**config.mk**
```make
export PLATFORM = sky130hd
export DESIGN_NAME = exec_issue_ctrl
export DESIGN_NICKNAME = d
export VERILOG_FILES = /design/src/rtl/exec_issue_ctrl_pkg.sv /design/src/rtl/exec_slot_match.sv /design/src/rtl/exec_issue_ctrl.sv
export SDC_FILE = /design/constraint.sdc
export NUM_CORES = 1
export LEC_CHECK = 0
export CORE_AREA = 2 2 103 105
export CTS_CLUSTER_DIAMETER = 30
export DETAILED_ROUTE_END_ITERATION = 6
export DIE_AREA = 0 0 105 107
export MAX_ROUTING_LAYER = met4
export PLACE_DENSITY = 0.88
export SLEW_MARGIN = 30
export SYNTH_ARGS = -nofsm -noshare
export SYNTH_HDL_FRONTEND = slang
export SYNTH_SLANG_ARGS = --single-unit
export TNS_END_PERCENT = 50
```
**constraint.sdc**
```tcl
create_clock -name clk -period 7.45 [get_ports clk]
set_clock_uncertainty 0.05 [all_clocks]
set_input_delay 2.235 -clock clk [delete_from_list [all_inputs] [get_ports clk]]
set_output_delay 2.235 -clock clk [all_outputs]
set_load 0.02 [all_outputs]
```
**src/rtl/exec_issue_ctrl_pkg.sv**
```systemverilog
// Shared types and constants for the execute-stage issue interlock.
// Holds the in-flight slot record and the register/flag widths.
package exec_issue_ctrl_pkg;

    localparam int NREG   = 32;
    localparam int REG_W  = 5;
    localparam int FLAG_W = 4;

    localparam logic [FLAG_W-1:0] FLAGS_ALL = 4'hF;

    typedef struct packed {
        logic            v;
        logic [NREG-1:0] wmask;
        logic            fw;
    } slot_t;

endpackage

```
**src/rtl/exec_slot_match.sv**
```systemverilog
// Builds the one-hot destination mask of the issuing instruction.
// Two equal enabled destinations collapse into a single bit.
module exec_slot_match
    import exec_issue_ctrl_pkg::*;
(
    input  logic [REG_W-1:0] i_rd1,
    input  logic [REG_W-1:0] i_rd2,
    input  logic             i_rd1_en,
    input  logic             i_rd2_en,
    output logic [NREG-1:0]  o_wmask
);

    always_comb begin
        o_wmask = '0;
        if (i_rd1_en) o_wmask[i_rd1] = 1'b1;
        if (i_rd2_en) o_wmask[i_rd2] = 1'b1;
    end

endmodule

```
**src/rtl/exec_issue_ctrl.sv**
```systemverilog
// Issue interlock between decode and execute: a shifting scoreboard of
// in-flight destinations and flag writes that stalls dependent instructions.
module exec_issue_ctrl
    import exec_issue_ctrl_pkg::*;
#(
    parameter int DEPTH   = 3,
    parameter int STALL_W = 16
) (
    input  logic               clk,
    input  logic               rst,
    input  logic               d_valid,
    output logic               d_ready,
    input  logic [REG_W-1:0]   d_rs1,
    input  logic [REG_W-1:0]   d_rs2,
    input  logic               d_rs1_en,
    input  logic               d_rs2_en,
    input  logic [REG_W-1:0]   d_rd1,
    input  logic [REG_W-1:0]   d_rd2,
    input  logic               d_rd1_en,
    input  logic               d_rd2_en,
    input  logic [FLAG_W-1:0]  d_write_flags,
    input  logic               d_is_cond,
    input  logic               flush,
    input  logic               x_cancel,
    output logic               x_issue,
    output logic [NREG-1:0]    hz_busy,
    output logic               flags_busy,
    output logic [STALL_W-1:0] stall_cnt
);

    slot_t               r_slots [DEPTH];
    logic [STALL_W-1:0]  r_stall_cnt;

    logic [NREG-1:0]     w_wmask;
    slot_t               w_entry;
    slot_t               w_moved;
    logic [NREG-1:0]     w_hz_busy;
    logic                w_flags_busy;
    logic                w_reg_hazard;
    logic                w_needs_flags;
    logic                w_ready;
    logic                w_issue;

    exec_slot_match u_match (
        .i_rd1    (d_rd1),
        .i_rd2    (d_rd2),
        .i_rd1_en (d_rd1_en),
        .i_rd2_en (d_rd2_en),
        .o_wmask  (w_wmask)
    );

    always_comb begin
        w_entry       = '0;
        w_entry.v     = 1'b1;
        w_entry.wmask = w_wmask;
        w_entry.fw    = (d_write_flags != '0);
    end

    // A cancelled conditional keeps its slot but no longer blocks anyone.
    always_comb begin
        w_moved = r_slots[0];
        if (x_cancel) begin
            w_moved.wmask = '0;
            w_moved.fw    = 1'b0;
        end
    end

    always_comb begin
        w_hz_busy    = '0;
        w_flags_busy = 1'b0;
        for (int i = 0; i < DEPTH; i++) begin
            if (r_slots[i].v) begin
                w_hz_busy    = w_hz_busy | r_slots[i].wmask;
                w_flags_busy = w_flags_busy | r_slots[i].fw;
            end
        end
    end

    // Partial flag writes merge the old NZCV value, so they read flags too.
    always_comb begin
        w_reg_hazard  = (d_rs1_en & w_hz_busy[d_rs1]) | (d_rs2_en & w_hz_busy[d_rs2]);
        w_needs_flags = d_is_cond | ((d_write_flags != '0) & (d_write_flags != FLAGS_ALL));
        w_ready       = rst & ~flush & ~w_reg_hazard & ~(w_needs_flags & w_flags_busy);
        w_issue       = d_valid & w_ready;
    end

    always_ff @(posedge clk or negedge rst) begin
        if (!rst) begin
            for (int i = 0; i < DEPTH; i++) r_slots[i] <= '0;
        end else begin
            r_slots[0] <= w_issue ? w_entry : '0;
            for (int i = 1; i < DEPTH; i++) begin
                r_slots[i] <= (i == 1) ? w_moved : r_slots[i-1];
            end
        end
    end

    always_ff @(posedge clk or negedge rst) begin
        if (!rst) begin
            r_stall_cnt <= '0;
        end else if (d_valid && !flush && !w_ready && (r_stall_cnt != {STALL_W{1'b1}})) begin
            r_stall_cnt <= r_stall_cnt + 1'b1;
        end
    end

    assign d_ready    = w_ready;
    assign x_issue    = w_issue;
    assign hz_busy    = w_hz_busy;
    assign flags_busy = w_flags_busy;
    assign stall_cnt  = r_stall_cnt;

endmodule

```
==> impl_metrics.ini <==
[clock_network]
hold_buffers = 0
cts_tree = built
cts_resized = 0
cts_buffers = 17
post-cts-setup-buffers = 0
path_clk_slew_ns = 0.06
clkLatencyLatePin_ns = 0.51
htreeDepth = 4
cts-root-buf = clkbuf_8
cts_buffer_depth = 2
cts_sinks = 118

[floorplan]
die_x_um = 105
start_util_pct = 53.30
fp-row-count = 37
num_io_pins = 85
dieArea_um2 = 11240
die_h_um = 107
core_region_area_um2 = 10090

[power_and_ir_drop]
sw_frac_of_total_pct = 26.42
combPwrFrac_pct = 10.0
pwr-share-clk_pct = 47.3
intPower_w = 0.001178
pwr-share-seq_pct = 42.6
p_leak_nw = 3.162
power_switching_w = 0.0004231
vdd_drop_max_uv = 150.8
p_total_w = 0.001601
powerDensity_nw_per_um2 = 233.9

[setup_path]
crit_path_max_fanout = 5
cpLargestDelayFamily = buffers and inverters
end_kind = output port
rrSetupSlack_ns = 3.71
critical_path_class = in -> out
arrival_ns = 5.00
path_buf_inv = 3
crit_required_ns = 5.16
crit_cells = 9
path_common_cell = clkdlybuf4s50_1
path_cells = clkdlybuf4s50_1, mux4_2, o211ai_2, nor2_1, or4_1, o311a_2, nand2_1, inv_1, clkdlybuf4s50_1
slowest_delay_ns = 0.61
start_kind = primary input
slowest_stage = clkdlybuf4s50_1
reg2reg_depth = 9

[drt]
ant_nets = 0
drt-pass1-iter-count = 7
dr.first_iter.drc_count = 510
wire_per_inst_um = 20.36
vias_per_cell = 6.292
drc = 5
wl_um = 14370
via_count = 4442

[global_route]
grt_use_total_pct = 27.61
grt_use_met3_pct = 6.930
grt_max_degree = 90
use_met2_pct = 42.67
grtUsageMet1_pct = 35.36
grt.busiest_layer = met2
first_global_vias = 4383
grt_pass1_wl_um = 23350
grt_antenna_before_repair = 0
grt_overflow = 0

[layout]
final_cells = 706
layout_common_cells = 116 x dfrtp_1, 82 x clkdlybuf4s50_1, 46 x nor2_1
nFillCells = 723
finalNetCount = 592
syn_to_final_growth_pct = 27.26
mostFrequentLayoutCell = dfrtp_1
multi_input_area_um2 = 2123
seqCellArea_um2 = 2955
drive_above_1_share_pct = 11.75
diodes = 0

[yosys]
ys_seq_elements = 118
synth_edf_count = 0
synth_area_leaders = dfrtp_1 55%, a222oi_1 5.6%, a22oi_1 5.2%, nor2b_1 4.2%, mux4_2 3.3%
syn-cell-area_um2 = 5379
synth_top_area_cell = dfrtp_1
ys.flop_type = dfrtp_1
synth_top_area_share_pct = 54.90
postSynthAreaPerCell_um2 = 11.32
synthArstFlopShare_pct = 100.0
yosys_warnings = 0
synth_cell_types = 55
syn_nets = 510
syn_inst = 475
seq_area_frac_synth_pct = 54.90

[sta]
rsz0062_at_grt = no
slew_headroom_pct = 42.70
period_share_pct = 97.82
fmax_ghz = 0.1372
finalHoldViolCount = 0
fin_crit_ns = 7.288
finalMaxSlewViolations = 0
worstMarginPinSlew_ns = 0.8595
tns_ns = 0
setup_viol = 0

[placed_design]
gp_congestion = 0.9539
place.detailed.hpwl_um = 9329
io_buffers = 84
placed_cells = 674

[run]
maxCapViolations = 0

[hold_path]
holdPathStages = 0
hold_class = reg -> reg

[outcome]
outcome = finished with violations
violations = DRC
==> flip-flops by register name, summed over array words and instances (netlist names) <==
register   flops
stall_cnt     16
r_slots      102
==> per-layer routing <==
layer,vias up,part of all wire (%)
li1,1913,-
met1,2195,40
met2,279,48
met3,55,8.9
met4,0,3.2
met5,-,0
==> logic make-up (layout without fill, tap and decap cells) <==
logic type / Yosys count / after routing / synth area share (%)
DFF: 118 / 118 / 54.90
adders and majority gates: 1 / 1 / 0.2326
and+or+nand+nor: 163 / 163 / 16.66
xor gates and xnor gates: 15 / 15 / 2.861
buffers and inverters: 67 / 162 / 5.815
AOI/OAI and AO/OA: 98 / 98 / 15.24
muxes: 13 / 13 / 4.303
==> path summary, 6_finish.rpt <==
kind / endpoint / from
setup / recovery: x_issue / d_rs1[1]
hold / removal: r_slots[15] / r_slots[49]
setup reg to reg: stall_cnt[13] / r_slots[101]
hold reg to reg: r_slots[15] / r_slots[49]
max in group asynchronous: r_slots[40] / rst
min in group asynchronous: stall_cnt[5] / rst
==> power by group through the flow <==
stage	clock [W]	sequential (W)	combinational, W
after floorplan	0	0.000702	0.0000696
after global placement	0	0.000692	0.000154
after detailed placement	0	0.000693	0.000160
after CTS	0.000764	0.000682	0.000161
after global routing	0.000799	0.000686	0.000175
final	0.000758	0.000683	0.000161
==> cell usage after synthesis (all sizes together), types with 2 or more instances <==
library cell / count
a21oi: 3
o2111ai: 3
xnor2: 9
a222oi: 30
nor2: 46
o31ai: 2
xor2: 6
or4: 4
buf: 19
and4: 2
a22oi: 37
nor3b: 8
and2: 2
or2: 2
or3: 7
and3: 6
nor4b: 2
inv: 38
nand2: 24
dfrtp: 118
o22ai: 4
nor3: 5
nand4: 5
nor2b: 36
mux4: 8
a221oi: 2
nand3: 7
nand3b: 2
o2111a: 2
mux2i: 4
o21ai: 3
and3b: 3
clkbuf: 10
o211ai: 3
==> area by class of cell <==
class / count / area share, %
Sequential cell: 118 / 43.17
Multi-Input combinational cell: 290 / 31.02
Timing Repair Buffer: 92 / 13.11
Clock buffer: 17 / 6.050
Tap cell: 136 / 2.486
Clock inverter: 15 / 2.084
Inverter: 38 / 2.084
==> per-stage QoR <==
stage / util (%) / hold WS [ns] / setup slack (ns) / instance area (um^2)
detailed placement: 62.21 / 0.3118 / 0.1800 / 6279
global placement: 62.20 / 0.3057 / 0.2178 / 6277
CTS: 67.73 / 0.3250 / 0.1665 / 6835
floorplan: - / 0.3033 / 0.6781 / 5379
finish: 67.83 / 0.3261 / 0.1624 / 6845
global route: 67.83 / 0.3383 / 0.05259 / 6845
Note: power is estimated with default switching activity, not from simulation.
